===== src/rtl/hazard_unit.sv =====
// hazard_unit: pipeline hazard control for a 5-stage core with a multi-cycle execute unit.
//   Forwarding: ForwardAE/ForwardBE pick the operand source for execute.
//     00 = register file, 01 = ResultW, 10 = ALUResultM.
//   Load-use:   StallF/StallD hold fetch/decode while a load in execute feeds decode.
//   Branch:     FlushD/FlushE drop the wrong-path instructions on a taken PCSrcE.
//   Multi-cycle: StallE holds execute for MC_LATENCY cycles, FlushM feeds bubbles into memory.
//     McDoneE marks the final execute cycle.
// Ports:
//   clk, reset                  rising-edge clock, synchronous active-high reset
//   Rs1D, Rs2D                  decode source registers
//   Rs1E, Rs2E, RdE             execute sources and destination
//   RdM, RdW                    memory / writeback destinations
//   RegWriteM, RegWriteW        destination-write enables
//   ResultSrcE0                 the instruction in execute is a load
//   PCSrcE                      taken branch/jump resolved in execute
//   MultiCycleE                 the instruction in execute is a multi-cycle op
//   ForwardAE, ForwardBE        operand selects
//   StallF, StallD, StallE      pipeline-register holds
//   FlushD, FlushE, FlushM      pipeline-register clears
//   McDoneE                     last execute cycle of a multi-cycle op
module hazard_unit #(
  parameter int unsigned word_width = 32,
  parameter int unsigned MC_LATENCY = 4
) (
  input  logic       clk,
  input  logic       reset,
  input  logic [4:0] Rs1D,
  input  logic [4:0] Rs2D,
  input  logic [4:0] Rs1E,
  input  logic [4:0] Rs2E,
  input  logic [4:0] RdE,
  input  logic [4:0] RdM,
  input  logic [4:0] RdW,
  input  logic       RegWriteM,
  input  logic       RegWriteW,
  input  logic       ResultSrcE0,
  input  logic       PCSrcE,
  input  logic       MultiCycleE,
  output logic [1:0] ForwardAE,
  output logic [1:0] ForwardBE,
  output logic       StallF,
  output logic       StallD,
  output logic       StallE,
  output logic       FlushD,
  output logic       FlushE,
  output logic       FlushM,
  output logic       McDoneE
);

  localparam int unsigned CntW = $clog2(MC_LATENCY) + 1;

  // Elaboration-time sanity checks on the parameters.
  if (MC_LATENCY < 2 || MC_LATENCY > 32) begin : g_bad_latency
    $error("hazard_unit: MC_LATENCY must be in 2..32");
  end
  if (word_width < 1) begin : g_bad_width
    $error("hazard_unit: word_width must be at least 1");
  end

  typedef enum logic [0:0] {IDLE, BUSY} state_t;

  state_t            r_state;
  state_t            w_state_next;
  logic [CntW-1:0]   r_cnt;
  logic [CntW-1:0]   w_cnt_next;
  logic              w_mc_stall;
  logic              w_mc_done;
  logic              w_lw_stall;
  logic [1:0]        w_fwd_a;
  logic [1:0]        w_fwd_b;

  always_ff @(posedge clk) begin
    if (reset) begin
      r_state <= IDLE;
      r_cnt   <= '0;
    end else begin
      r_state <= w_state_next;
      r_cnt   <= w_cnt_next;
    end
  end

  // The IDLE cycle that accepts the op counts as the first execute cycle, so BUSY
  // runs MC_LATENCY-1 more cycles: cnt counts down from MC_LATENCY-2 to 0.
  always_comb begin
    w_state_next = r_state;
    w_cnt_next   = r_cnt;
    w_mc_stall   = 1'b0;
    w_mc_done    = 1'b0;
    unique case (r_state)
      IDLE: begin
        if (MultiCycleE) begin
          w_mc_stall   = 1'b1;
          w_state_next = BUSY;
          w_cnt_next   = CntW'(MC_LATENCY - 2);
        end
      end
      BUSY: begin
        if (r_cnt != '0) begin
          w_mc_stall = 1'b1;
          w_cnt_next = r_cnt - CntW'(1);
        end else begin
          w_mc_done    = 1'b1;
          w_state_next = IDLE;
        end
      end
      default: w_state_next = IDLE;
    endcase
  end

  // Memory stage wins over writeback when both hold the register.
  always_comb begin
    w_fwd_a = 2'b00;
    if (RegWriteM && (RdM == Rs1E) && (Rs1E != 5'd0)) begin
      w_fwd_a = 2'b10;
    end else if (RegWriteW && (RdW == Rs1E) && (Rs1E != 5'd0)) begin
      w_fwd_a = 2'b01;
    end
  end

  always_comb begin
    w_fwd_b = 2'b00;
    if (RegWriteM && (RdM == Rs2E) && (Rs2E != 5'd0)) begin
      w_fwd_b = 2'b10;
    end else if (RegWriteW && (RdW == Rs2E) && (Rs2E != 5'd0)) begin
      w_fwd_b = 2'b01;
    end
  end

  assign w_lw_stall = ResultSrcE0 && (RdE != 5'd0) && ((Rs1D == RdE) || (Rs2D == RdE));

  // During reset the pipeline is held in a flushed, non-stalled condition.
  always_comb begin
    ForwardAE = w_fwd_a;
    ForwardBE = w_fwd_b;
    StallF    = w_lw_stall | w_mc_stall;
    StallD    = w_lw_stall | w_mc_stall;
    StallE    = w_mc_stall;
    FlushM    = w_mc_stall;
    FlushD    = PCSrcE;
    // A held execute stage must not be flushed, even by a load-use hazard.
    FlushE    = (w_lw_stall | PCSrcE) & ~w_mc_stall;
    McDoneE   = w_mc_done;
    if (reset) begin
      ForwardAE = 2'b00;
      ForwardBE = 2'b00;
      StallF    = 1'b0;
      StallD    = 1'b0;
      StallE    = 1'b0;
      FlushM    = 1'b0;
      FlushD    = 1'b1;
      FlushE    = 1'b1;
      McDoneE   = 1'b0;
    end
  end

endmodule


===== config.mk =====
export PLATFORM = sky130hd
export DESIGN_NAME = hazard_unit
export DESIGN_NICKNAME = d
export VERILOG_FILES = /design/src/rtl/hazard_unit.sv
export SDC_FILE = /design/constraint.sdc
export NUM_CORES = 1
export LEC_CHECK = 0
export CORE_MARGIN = 2
export CORE_UTILIZATION = 36
export DETAILED_ROUTE_END_ITERATION = 6
export PLACE_DENSITY_LB_ADDON = 0.25
export SYNTH_ARGS = -nofsm -noshare
export SYNTH_HDL_FRONTEND = slang
export SYNTH_SLANG_ARGS = --single-unit

===== constraint.sdc =====
create_clock -name clk -period 2.1 [get_ports clk]
set_input_delay 0.21 -clock clk [delete_from_list [all_inputs] [get_ports clk]]
set_output_delay 0.21 -clock clk [all_outputs]
set_load 0.02 [all_outputs]

Word-level counts from Yosys, hierarchy flattened
Cells that the tools add are included.
{"block": "word_totals", "register_bits": 4, "output_inout_bits": 11, "wordCells": 51}
{"block": "op_classes", "addsub": 1, "eq_ne": 8, "mux": 19, "bitwise": 5, "n_reduce_logical": 16}
{"cell": "5-bit equality test", "count": 6}
{"cell": "5-bit nonzero test", "count": 3}
{"cell": "1-bit two-way mux", "count": 11}
{"cell": "1-bit logical AND", "count": 10}
{"cell": "2-bit two-way mux", "count": 4}
{"cell": "3-bit two-way mux", "count": 2}
{"cell": "3-bit case mux with 2 select lines", "count": 1}
{"cell": "3-bit nonzero test", "count": 1}
{"cell": "3-bit by 1-bit subtractor with 3-bit output (second input constant)", "count": 1}
{"cell": "2-bit by 1-bit != test with 1-bit output (second input constant)", "count": 1}
{"cell": "2-bit != test (second input constant)", "count": 1}
{"cell": "1-bit inverter", "count": 2}
{"cell": "1-bit bitwise OR", "count": 2}
{"cell": "1-bit case mux with 2 select lines", "count": 1}
{"cell": "2-bit AND reduction", "count": 1}
{"cell": "1-bit bitwise AND", "count": 1}
{"cell": "1-bit logical OR", "count": 1}

Logic depth before layout (Yosys ltp)
{"block": "depth", "ltp_word": 6, "mapped_depth": 7}

Worst setup path after synthesis
OpenSTA, ideal clock, no wires.
{"block": "synth_path", "path_type": "reg2out", "start": "reg r_cnt[0]", "end": "out FlushE", "arrival_time_ns": 1.799, "path_slack_ns": 0.091, "path_stages_with_launch": 8, "n_path_buf": 0, "path_cell_list": "dfxtp_1 -> inv_1 -> ha_1 -> ha_1 -> nor2b_1 -> a21oi_1 -> nor2_1 -> o31ai_1"}
{"block": "synth_via", "elab_chain_len": 6}
{"element": "start, declared", "line_no": "64", "source": "logic [CntW-1:0] r_cnt;"}
{"element": "start signal, assigned", "line_no": "78", "source": "r_cnt <= w_cnt_next;"}
{"element": "3-bit nonzero test", "line_no": "98", "source": "if (r_cnt != '0) begin"}
{"element": "1-bit two-way mux", "line_no": "98"}
{"element": "1-bit case mux with 2 select lines", "line_no": "89", "source": "unique case (r_state)"}
{"element": "1-bit inverter", "line_no": "141", "source": "FlushE = (w_lw_stall | PCSrcE) & ~w_mc_stall;"}
{"element": "1-bit bitwise AND", "line_no": "141"}
{"element": "1-bit two-way mux", "line_no": "143", "source": "if (reset) begin"}
{"element": "end, declared", "line_no": "45", "source": "output logic FlushE,"}
No other way between the ends.

Final worst setup path
{"block": "layout_path", "start": "in Rs2E[1]", "end": "out ForwardBE[1]"}
{"block": "layout_via", "elab_chain_len": 5, "word_cells_on_any_way": 6, "cone_classes": "eq/ne: 1; mux: 2; reduce/logical: 3"}
{"element": "start, declared", "line_no": "30", "source": "input logic [4:0] Rs2E,"}
{"element": "5-bit equality test", "line_no": "122", "source": "if (RegWriteM && (RdM == Rs2E) && (Rs2E != 5'd0)) begin"}
{"element": "1-bit logical AND", "line_no": "122"}
{"element": "1-bit logical AND (*)", "line_no": "122"}
{"element": "2-bit two-way mux (*)", "line_no": "122"}
{"element": "2-bit two-way mux (*)", "line_no": "143"}
{"element": "end, declared", "line_no": "40", "source": "output logic [1:0] ForwardBE,"}
Every way passes the cells marked *; elsewhere a longest branch is shown, timed or not.

==> flow_summary.yaml <==
power_and_ir_drop:
  p_seq_share_pct: 18.5
  switching_share_pct: 32.1
  peakVddDrop_uv: 183
  power.density_nw_per_um2: 318
  power_frac_clock_pct: 20.9
  internal_power_mw: 0.310
  p_sw_mw: 0.147
  leakage_nw: 0.607
  comb_power_share_pct: 60.6
cts:
  htree_levels: 1
  clkSinkCount: 4
  cts_tree: "done"
  path_clk_slew_ps: 30
  hold_buffers: 0
  clockBufferDepth: 2
  cts_made_buffers: 3
  root_buffer: "clkbuf_4"
  insertion_delay_ps: 240
yosys:
  yosysUniqueCellTypes: 27
  netlist_area_um2: 682
  syn_inst: 85
  synth_warnings: 0
  syn_area_per_cell_um2: 8.02
  ys_ff_latch: 4
  ys_seq_area_share_pct: 11.7
  synthesis.nets: 129
setup_path:
  crit_type: "in -> out"
  arrival_ps: 1780
  endpoint_kind: "output pin"
  worstSetupStartpointType: "primary input"
  worstPathRequired_ps: 1890
  r2r_slack_ps: 630
  cp_max_fo: 2
  r2r-start: "r_cnt[0]$_SDFFE_PP0P_"
  worst_r2r_endpoint: "r_cnt[1]$_SDFFE_PP0P_"
  r2r_cells: 7
worst_hold_path:
  hp-start: "r_cnt[2]$_SDFFE_PP0P_"
  holdPathEnd: "r_cnt[2]$_SDFFE_PP0P_"
  holdCritPathClass: "reg -> reg"
  whs_path_depth: 2
placed_design:
  dpl.cell_count: 183
  io_buffers: 52
  hpwl_mm: 2.18
  dpl-instance-area_um2: 1400
  gp_congestion: 0.803
sta:
  fmax_mhz: 503
  min_period_ps: 1990
  fin_skew_ps: 4.39
  rsz0062_at_grt: "false"
  hold_viol_final: 0
  slew_headroom_pct: 79.4
  setup_viol: 0
  worst_pin_slew_ps: 309
  finalCritPeriodShare_pct: 94.7
  slew_violations: 0
cells_and_area:
  fin_cells: 188
  final_core_util_pct: 82.3
  fin_area_um2: 1440
  area_delta_synth_final_pct: 111
  diodes: 0
  final_nets: 209
  drive_gt1_share_pct: 30.1
floorplanning:
  row_count: 15
  io-pin-count: 53
  core-area_um2: 1750
  dieArea_um2: 2260
  die_x_um: 47.5
  start_util_pct: 39.1
  fp.dieH_um: 47.5
routing:
  wl_mm: 2.35
  drcViolationCount: 0
  vias: 911
  post_drt_wl_per_cell_um: 12.5
  viasPerCell: 4.85
  drt_first_pass_iters: 4
  ant_nets: 0
  drt_iter0_drc: 6
grt:
  grt_max_degree: 7
  grtUsageTotal_pct: 23.5
  grt_first_pass_wirelength_mm: 3.71
  grt_pass1_vias: 941
  grt_overflow: 0
  antenna_found_initial: 0
run_status:
  status: "completed"
job:
  maxCapViolCount: 0
critical path: stages:
cell	delay [ps]
clkdlybuf4s50_1	420
or4_4	550
nor2_4	110
nor4_2	60
nor2b_1	120
dlygate4sd2_1	310
layout make-up:
class / instances / area, um^2
Tap cell: 25 / 31.3
Sequential cell: 4 / 80.1
Multi-Input combinational cell: 72 / 584
Fill cell: 119 / 309
Timing Repair Buffer: 78 / 696
Clock buffer: 3 / 22.5
Inverter: 6 / 22.5
worst max path at each step:
stage	to	from	slack [ps]	cells after the start
6_report	ForwardBE[1]	Rs2E[1]	110	6
5_1_grt	ForwardBE[1]	Rs2E[4]	8	7
2_1_floorplan	FlushE	r_cnt[0]$_SDFFE_PP0P_	90	7
4_1_cts	StallD	r_cnt[0]$_SDFFE_PP0P_	3	8
3_3_place_gp	ForwardAE[0]	Rs1E[2]	-340	6
3_5_place_dp	ForwardAE[0]	Rs1E[2]	-380	6
cell usage after synthesis, drive strengths merged:
library cell / count / area [um^2]
o31ai: 1 / 7.51
nand4: 3 / 18.8
or2: 2 / 12.5
o22ai: 1 / 6.26
ha: 2 / 25.0
buf: 2 / 15.0
nor3: 2 / 10.0
nor2b: 4 / 25.0
nand2: 1 / 3.75
inv: 6 / 22.5
xor2: 15 / 131
or4: 3 / 30.0
nor3b: 1 / 7.51
xnor2: 13 / 114
nand3: 1 / 5.00
a21oi: 4 / 20.0
nand2b: 1 / 6.26
dfxtp: 4 / 80.1
nor4: 4 / 50.1
a22oi: 1 / 7.51
o21ai: 1 / 5.00
clkbuf: 1 / 3.75
nor2: 9 / 48.8
a221oi: 2 / 17.5
o221ai: 1 / 8.76
metal layers:
metal | vias up | wire [um] | share of wire, % | GRT usage (%)
li1 | 454 | - | - | -
met1 | 406 | 833 | 35 | 21.9
met2 | 43 | 1330 | 57 | 47.3
met3 | 8 | 120 | 5.1 | 4.15
met4 | 0 | 68 | 2.9 | 12.2
met5 | - | 0 | 0 | 0
registers in the layout, summed over array words and instances, names as in the netlist:
register	cells
r_cnt	3
r_state	1
logic make-up after synthesis:
family | count (synthesis) | synth area share [%]
AOI/OAI and AO/OA | 11 | 10.6
and+or+nand+nor | 31 | 31.9
xor gates and xnor gates | 28 | 36.0
adders and majority gates | 2 | 3.67
buffers and inverters | 9 | 6.05
DFF | 4 | 11.7
power by group through the flow:
| stage | Sequential [mW] | Clock, mW | Combinational [mW] |
|---|---|---|---|
| detailed placement | 0.0858 | 0 | 0.276 |
| global route | 0.0850 | 0.102 | 0.298 |
| floorplan | 0.0852 | 0 | 0.106 |
| finish | 0.0845 | 0.0953 | 0.276 |
| CTS | 0.0844 | 0.0981 | 0.273 |
| global placement | 0.0854 | 0 | 0.265 |
metrics by stage:
stage,setup TNS (ps),power (mW),hold WS [ps],setup slack (ps)
after detailed placement,-2030,0.361,478,-379
after global routing,0,0.485,527,7.97
final,0,0.456,490,112
after floorplan,0,0.191,454,90.6
after global placement,-1690,0.350,468,-342
after CTS,0,0.455,487,3.17
repair_timing:
action                                  in CTS  in global routing
endpoints found under the setup margin       9                  8
pin swaps                                    0                  3
buffers inserted                             1                  1
endpoints found under the hold margin        0                  0
gates resized for setup                     25                 16
cell usage in the layout (no fill, tap or decap), drive strengths merged:
cell type,synthesis,routed
nand4,3,3
or2,2,2
clkdlybuf4s15,0,1
nand2b,1,1
dlygate4sd2,0,2
o221ai,1,1
dlymetal6s2s,0,3
or4,3,3
nor4,4,4
ha,2,2
a22oi,1,1
a21oi,4,4
xnor2,13,13
clkbuf,1,4
o31ai,1,1
nor3,2,2
o22ai,1,1
dfxtp,4,4
inv,6,6
nor2b,4,4
nand2,1,1
nor3b,1,1
clkdlybuf4s50,0,40
o21ai,1,1
a221oi,2,2
xor2,15,15
nor2,9,9
buf,2,31
nand3,1,1
(Power assumes the default switching activity.)
==> patch, RTL diff (same settings) <==
The parameter `MC_LATENCY` goes from 4 to 16.
--- a/src/rtl/hazard_unit.sv
+++ b/src/rtl/hazard_unit.sv
@@ -20,7 +20,7 @@
 //   McDoneE                     last execute cycle of a multi-cycle op
 module hazard_unit #(
   parameter int unsigned word_width = 32,
-  parameter int unsigned MC_LATENCY = 4
+  parameter int unsigned MC_LATENCY = 16
 ) (
   input  logic       clk,
   input  logic       reset,
Behaviour: not the same (Yosys sat finds a counterexample within 4 cycles, from zero or initial values and one cycle with reset high).
==> patch against the original RTL <==
- combinational power rose by 33%
- count of clock-buffer cells in the layout did not move
- utilization fell by 0.077 points
- total power rose by 34%
- sequential cell count rose by 2
- via count rose by 15%
- area after synthesis rose by 8.1%
- sequential share of layout area rose by 2.0 points
- clock skew fell by 0.0019 ns
- design area rose by 11%
- routed wire length rose by 29%
- worst setup slack got worse by 0.11 ns
- cell count rose by 9.6%
==> patch: results (changes against the original RTL) <==
[placement]
place_ws_ns = -0.480  ; was -0.379 ns
dp_cells = 200  ; was 183

[timing]
skew_ns = 0.00249  ; was 0.00439 ns
hold-worst-slack_ns = 0.548  ; was 0.490 ns
worst_slew_pin_slew_ns = 0.267  ; was 0.309 ns

[detailed_routing]
dr_wl_met2_um = 1720  ; was 1330 um
wl_met1_um = 1100  ; was 833 um
wl_met3_um = 136  ; was 120 um
dr.first_iter.drc_count = 11  ; was 6

[setup_path]
critical_path.slowest_cell = clkdlybuf4s50_1  ; was or4_4
rrSetupSlack_ns = 0.34  ; was 0.63 ns
r2r_cells = 8  ; was 7
cp.arrival_ns = 1.89  ; was 1.78 ns
path_max_fanout = 3  ; was 2
max_stage_delay_ns = 0.57  ; was 0.55 ns

[pwr]
p_leak_nw = 0.722  ; was 0.607 nW
peakVddDrop_mv = 0.291  ; was 0.183 mV
swShare_pct = 34.3  ; was 32.1%

[worst_hold_path]
whs_path_depth = 3  ; was 2
holdPathEnd = r_cnt[0]  ; was r_cnt[2]

[synthesis]
synth_adder_area_share_pct = 1.70  ; was 3.67%
synth_cells = 93  ; was 85
syn_nets = 136  ; was 129
seq_area_frac_synth_pct = 16.3  ; was 11.7%

[global_route]
grt_pass1_vias = 1062  ; was 941
grt_pass1_wl_um = 4410  ; was 3710 um
met1_usage_pct = 22.3  ; was 21.9%

[layout]
nets = 224  ; was 209

[outcome]
status = finished, final reports clean  ; unchanged

## patch: per-stage QoR
step / TNS (ns) / cell area, um2
global placement: -2.13 / 1510
CTS: -0.0460 / 1530
detailed placement: -2.47 / 1510
finish: 0 / 1600
global route: -0.287 / 1600
floorplan: 0 / 737
## patch: cell type report
class	count	area, um2
multi-input cells	79	641
fillers	126	345
inverters	5	18.8
well taps	27	33.8
flip-flops and latches	6	121
repair buffers	86	759
clock buffers	3	22.5
## patch: what timing repair did
item,4_1_cts,5_1_grt
setup endpoints to repair,9,11
gates resized for setup,45,20
buffers inserted,1,2
pin swaps,5,9
gates cloned,0,0
hold buffers,0,0
## patch: how the worst max path moves through the flow
| stage | from | to | cells after the start |
|---|---|---|---|
| global placement | Rs2E[1] | ForwardBE[0] | 6 |
| detailed placement | Rs2E[1] | ForwardBE[0] | 6 |
| finish | Rs2E[4] | ForwardBE[0] | 8 |
| global route | r_cnt[0] | StallF | 7 |
| floorplan | r_cnt[0] | FlushE | 6 |
| CTS | r_cnt[0] | FlushE | 7 |
